==> config.mk <==
export PLATFORM = sky130hd
export DESIGN_NAME = hazard_scoreboard
export DESIGN_NICKNAME = d
export VERILOG_FILES = /design/src/rtl/hazard_scoreboard.sv
export SDC_FILE = /design/constraint.sdc
export NUM_CORES = 1
export LEC_CHECK = 0
export CAP_MARGIN = 20
export CORE_MARGIN = 4
export CORE_UTILIZATION = 58
export CTS_BUF_LIST = sky130_fd_sc_hd__clkbuf_4 sky130_fd_sc_hd__clkbuf_8
export DETAILED_ROUTE_END_ITERATION = 8
export PLACE_DENSITY = 0.88
export SYNTH_ARGS = -nofsm -noshare
export SYNTH_HDL_FRONTEND = slang
export SYNTH_SLANG_ARGS = --single-unit
==> constraint.sdc <==
create_clock -name clk -period 4.5 [get_ports clk]
set_input_delay 0.675 -clock clk [delete_from_list [all_inputs] [get_ports clk]]
set_output_delay 0.675 -clock clk [all_outputs]
set_load 0.01 [all_outputs]
==> src/rtl/hazard_scoreboard.sv <==
// D-stage hazard scoreboard: shift-register record of in-flight GRF writes plus an MD busy counter.
// Stall and forward selects are combinational from registered state and D inputs; hold freezes the back end.
module hazard_scoreboard #(
    parameter int ADDR_W  = 5,
    parameter int TNEW_W  = 2,
    parameter int STAGES  = 3,
    parameter int MUL_LAT = 5,
    parameter int DIV_LAT = 10,
    localparam int FWD_W  = $clog2(STAGES + 1),
    localparam int MD_W   = $clog2(((MUL_LAT > DIV_LAT) ? MUL_LAT : DIV_LAT) + 1)
) (
    input  logic              clk,
    input  logic              reset,
    input  logic              hold,
    input  logic              flush,
    input  logic              d_valid,
    input  logic [ADDR_W-1:0] a1,
    input  logic [ADDR_W-1:0] a2,
    input  logic              use_a1,
    input  logic              use_a2,
    input  logic [TNEW_W-1:0] tuse_a1,
    input  logic [TNEW_W-1:0] tuse_a2,
    input  logic              d_regwrite,
    input  logic [ADDR_W-1:0] d_a3,
    input  logic [TNEW_W-1:0] d_tnew,
    input  logic              d_md_use,
    input  logic [1:0]        d_md_start,
    output logic              stall,
    output logic [FWD_W-1:0]  fwd_a1,
    output logic [FWD_W-1:0]  fwd_a2,
    output logic              md_busy
);

    // Index k is the stage k cycles past D: 1 = E, 2 = M, ...
    logic [STAGES:1]   valid_q, valid_d;
    logic [ADDR_W-1:0] a3_q   [1:STAGES];
    logic [ADDR_W-1:0] a3_d   [1:STAGES];
    logic [TNEW_W-1:0] tnew_q [1:STAGES];
    logic [TNEW_W-1:0] tnew_d [1:STAGES];
    logic [MD_W-1:0]   md_cnt_q, md_cnt_d;

    logic haz_a1, haz_a2, md_hazard, issue;

    // Scanning oldest to youngest lets the youngest match overwrite older ones.
    always_comb begin
        fwd_a1 = '0;
        fwd_a2 = '0;
        haz_a1 = 1'b0;
        haz_a2 = 1'b0;
        for (int k = STAGES; k >= 1; k--) begin
            if (valid_q[k] && use_a1 && (a1 != '0) && (a3_q[k] == a1)) begin
                fwd_a1 = FWD_W'(k);
                haz_a1 = (tnew_q[k] > tuse_a1);
            end
            if (valid_q[k] && use_a2 && (a2 != '0) && (a3_q[k] == a2)) begin
                fwd_a2 = FWD_W'(k);
                haz_a2 = (tnew_q[k] > tuse_a2);
            end
        end
        md_busy   = (md_cnt_q != '0);
        md_hazard = d_md_use && md_busy;
        stall     = (d_valid && (haz_a1 || haz_a2 || md_hazard)) || hold;
        issue     = d_valid && !stall && !hold;
    end

    always_comb begin
        valid_d  = valid_q;
        md_cnt_d = md_cnt_q;
        for (int k = 1; k <= STAGES; k++) begin
            a3_d[k]   = a3_q[k];
            tnew_d[k] = tnew_q[k];
        end

        if (flush) begin
            valid_d = '0;
        end else if (!hold) begin
            for (int k = STAGES; k >= 2; k--) begin
                valid_d[k] = valid_q[k-1];
                a3_d[k]    = a3_q[k-1];
                tnew_d[k]  = (tnew_q[k-1] != '0) ? (tnew_q[k-1] - TNEW_W'(1)) : '0;
            end
            valid_d[1] = issue && d_regwrite && (d_a3 != '0);
            a3_d[1]    = d_a3;
            tnew_d[1]  = d_tnew;
        end

        // The MD unit keeps counting while the back end is held or flushed.
        if (issue && (d_md_start != 2'b00)) begin
            md_cnt_d = d_md_start[1] ? MD_W'(DIV_LAT) : MD_W'(MUL_LAT);
        end else if (md_cnt_q != '0) begin
            md_cnt_d = md_cnt_q - MD_W'(1);
        end
    end

    always_ff @(posedge clk) begin
        if (reset) begin
            valid_q  <= '0;
            md_cnt_q <= '0;
            for (int k = 1; k <= STAGES; k++) begin
                a3_q[k]   <= '0;
                tnew_q[k] <= '0;
            end
        end else begin
            valid_q  <= valid_d;
            md_cnt_q <= md_cnt_d;
            for (int k = 1; k <= STAGES; k++) begin
                a3_q[k]   <= a3_d[k];
                tnew_q[k] <= tnew_d[k];
            end
        end
    end

endmodule

==> implementation parameters <==
Parameter                              Value

Clock network
  Clock edge transition at the registers on the reported setup and hold paths ... 130 ps
  Skew-Pair Late Insertion Delay ... 330 ps
  TritonCTS Sinks ... 28
  Resized cells post-CTS ... 0
  CTS max path bufs ... 2
  Post-cts hold buffer count ... 0
  Clock tree from TritonCTS ... yes
  Cell chosen for the clock root ... sky130_fd_sc_hd__clkbuf_4
  CTS H-tree depth ... 1
  Number of setup buffers added after CTS ... 0
  Number of buffers created by CTS ... 3

Setup path
  Required @ worst endpoint ... 3830 ps
  Category of the most critical setup path ... primary input to output port
  Top delay family on crit path ... buffers and inverters
  Critical Path AT ... 3310 ps
  Buf/Inv on CP ... 2
  Sort of element at the end of the critical path ... output port
  Cell with the largest stage delay on the worst path ... sky130_fd_sc_hd__or4_1
  Worst-case register-to-register setup slack ... 2020 ps
  CP max stage delay ... 610 ps
  Startpoint Class ... primary input
  Cell seen most often among critical-path stages ... sky130_fd_sc_hd__clkdlybuf4s50_1
  Crit-path cells ... clkdlybuf4s50_1, or4_1, o21ai_2, nand4b_1, mux2i_1, nor2_1, o21ai_0, nand2b_1, clkdlybuf4s50_1
  Crit Path Max Fanout ... 4

Global route
  Overflow after GRT ... 0
  Global-route wire length before repair ... 7.17 mm
  Tot GR Track Use ... 21.2%
  Largest net degree at the start of global routing ... 29
  Number of global-route vias before repair ... 1566
  Number of antenna violations at the first check in global routing ... 0

Power
  Power per cell area ... 264 nW/um^2
  Sequential fraction of design power ... 45.8%
  Switching pwr ... 0.000204 W
  Part of the power in combinational logic ... 37.6%
  Fraction of power spent switching nets ... 33.2%
  Cell-internal power ... 0.000411 W
  IR drop worst, VDD ... 0.149 mV
  Total power of the final layout ... 0.000614 W
  Leak pwr ... 0.876 nW
  Clk pwr share ... 16.6%

Logic synthesis
  Seq/Total Area, Yosys ... 29.0%
  Synthesized flop and latch total ... 28
  Number of flops mapped to enable cells by yosys ... 0
  Post-synthesis mux area share ... 1.55%
  Count of cell types in the netlist ... 36
  Synthesized instance count ... 246
  Adder and majority cell fraction of the synthesized area ... 9.05%
  Leading register cell type out of synthesis ... sky130_fd_sc_hd__dfxtp_1
  Main combinational cell family by area after synthesis ... simple AND/OR/NAND/NOR gates
  Post-synthesis share of cell area spent on and, or, nand and nor gates ... 24.0%
  Xor/xnor cell area share of the yosys netlist ... 14.9%
  Syn avg cell area ... 7.87 sq um
  Number of nets produced by synthesis ... 292
  Async set or reset register ratio after synthesis ... 0%
  Cell area after synthesis ... 1940 sq um
  Number of warning messages in the yosys log ... 0
  Complex-gate fraction of the synthesized area ... 15.6%

Cells and area
  Reg area ... 561 sq um
  Area grow syn2layout ... 20.4%
  Share of post-route cells with drive strength above 1 ... 5.76%
  N_diodes ... 0
  Commonest cells after routing, fill and taps aside ... sky130_fd_sc_hd__nand2_1, sky130_fd_sc_hd__clkdlybuf4s50_1, sky130_fd_sc_hd__a21oi_1
  Most common cell after layout, fill and taps aside ... sky130_fd_sc_hd__nand2_1
  Area of the multi-input gates ... 1260 sq um
  Total of fill cells in the finished design ... 254
  Final net count ... 326

Routing
  Via total after detailed routing ... 1767
  Routed Antenna Nets ... 0
  Average via count per standard cell ... 5.49
  Detailed-route wire length per cell ... 13.9 microns
  Total wire length ... 4.48 mm
  First-pass DRT Iterations ... 4
  Detailed-route DRC error count ... 0
  Count of routing violations after the opening detailed-route iteration ... 108

Floorplan
  Vertical die dimension ... 65.8 microns
  Initial Util ... 61.9%
  Number of placement rows ... 20
  Die area ... 4330 sq um
  I/O pin total ... 38
  Core Box Area ... 3130 sq um
  Die span in x ... 65.8 microns

STA
  Period utilization ... 88.6%
  Count of pins over their slew limit ... 0
  Slew HR ... 28.7%
  Worst-margin pin slew ... 1070 ps
  Final setup violation count ... 0
  Endpoints failing hold ... 0
  Post-route minimum period ... 3990 ps
  Layout Skew ... 10.9 ps
  TNS Setup ... 0 ps
  Setup repair after global routing missed its margin ... no
  F_max ... 251 MHz

Min path
  Classification of the worst-slack hold path ... flip-flop to flip-flop

Run
  Number of violations of the max-capacitance limit ... 0

Placed design
  Gpl congestion ... 0.912
  Number of input and output port buffers inserted ... 37
  Post-detailed-placement half-perimeter wirelength ... 3.62 mm

Run status
  Result of the run ... finished clean
==> layer usage <==
layer,up-vias,part of all wire [%],GRT usage [%]
li1,912,-,-
met5,-,0,0
met3,5,5.9,2.38
met4,0,0.85,4.66
met2,53,48,37.2
met1,797,45,27.7
==> cells in the mapped netlist, types with 2 or more instances <==
library cell | instances | area share (%)
sky130_fd_sc_hd__or2_2 | 2 | 0.65
sky130_fd_sc_hd__nor2b_1 | 2 | 0.65
sky130_fd_sc_hd__mux2i_1 | 3 | 1.6
sky130_fd_sc_hd__nor3_1 | 5 | 1.3
sky130_fd_sc_hd__ha_1 | 14 | 9.0
sky130_fd_sc_hd__nor2_1 | 9 | 1.7
sky130_fd_sc_hd__nand2_1 | 52 | 10
sky130_fd_sc_hd__xor2_1 | 10 | 4.5
sky130_fd_sc_hd__or4_1 | 3 | 1.2
sky130_fd_sc_hd__clkbuf_1 | 6 | 1.2
sky130_fd_sc_hd__clkbuf_8 | 2 | 1.4
sky130_fd_sc_hd__o21ai_0 | 7 | 1.8
sky130_fd_sc_hd__nand3_1 | 5 | 1.3
sky130_fd_sc_hd__or4_4 | 2 | 1.2
sky130_fd_sc_hd__dfxtp_1 | 28 | 29
sky130_fd_sc_hd__a21oi_1 | 30 | 7.8
sky130_fd_sc_hd__xnor2_1 | 23 | 10
sky130_fd_sc_hd__nor4_1 | 3 | 0.97
sky130_fd_sc_hd__a221oi_2 | 2 | 1.6
sky130_fd_sc_hd__a221oi_1 | 2 | 0.91
sky130_fd_sc_hd__nand4_1 | 5 | 1.6
sky130_fd_sc_hd__o211ai_1 | 2 | 0.78
sky130_fd_sc_hd__inv_1 | 14 | 2.7
sky130_fd_sc_hd__o21ai_2 | 2 | 0.91
sky130_fd_sc_hd__nand4b_1 | 2 | 0.91
==> through the flow <==
step                      utilization [%]  cells  cell area, sq um  setup WS [ps]  hold WS (ps)
final                                74.5    322              2330            513           469
after floorplan                         -    246              1940           1660           432
after CTS                            74.5    322              2330            545           474
after global routing                 74.5    322              2330            363           510
after global placement               73.8    319              2310            601           440
after detailed placement             73.8    319              2310            548           456
==> logic make-up after synthesis <==
family                   after synthesis
AO/OA/AOI/OAI                         49
XOR/XNOR                              33
adder cells (fa/ha/maj)               14
buffers and inverters                 23
flip-flops                            28
multiplexers                           3
AND/OR/NAND/NOR                       96
==> flip-flops by register name, summed over array words and instances, names as in the netlist <==
register,flops
a3_q,15
md_cnt_q,4
tnew_q,6
valid_q,3
==> layout make-up <==
class	instances	share of cell area (%)
clock buffers	3	0.967
inverters	14	2.26
multi-input cells	195	54.1
flip-flops and latches	28	24.1
well taps	44	2.36
repair buffers	38	16.2
==> final timing paths <==
check                                               start                        end  depth (start not counted)
worst max-delay path                                a2[1]                      stall                          9
worst min-delay path            tnew_q[0][6]$_SDFFE_PP0P_  tnew_q[0][6]$_SDFFE_PP0P_                          2
worst max register to register   md_cnt_q[0]$_SDFFE_PP0P_   md_cnt_q[1]$_SDFFE_PP0P_                          9
worst min register to register  tnew_q[0][6]$_SDFFE_PP0P_  tnew_q[0][6]$_SDFFE_PP0P_                          2
==> power groups by stage <==
stage	logic [W]	clock network, W	registers (W)
floorplan	0.000168	0	0.000284
global placement	0.000224	0	0.000287
detailed placement	0.000230	0	0.000287
CTS	0.000231	0.000105	0.000281
global route	0.000259	0.000114	0.000284
finish	0.000231	0.000102	0.000281
==> worst min-delay path, cell delays in order (launching register included) <==
cell	delay [ps]
sky130_fd_sc_hd__dfxtp_1	340
sky130_fd_sc_hd__nand2_1	50
sky130_fd_sc_hd__a21oi_1	50
Note: power is estimated with default switching activity, not from simulation.
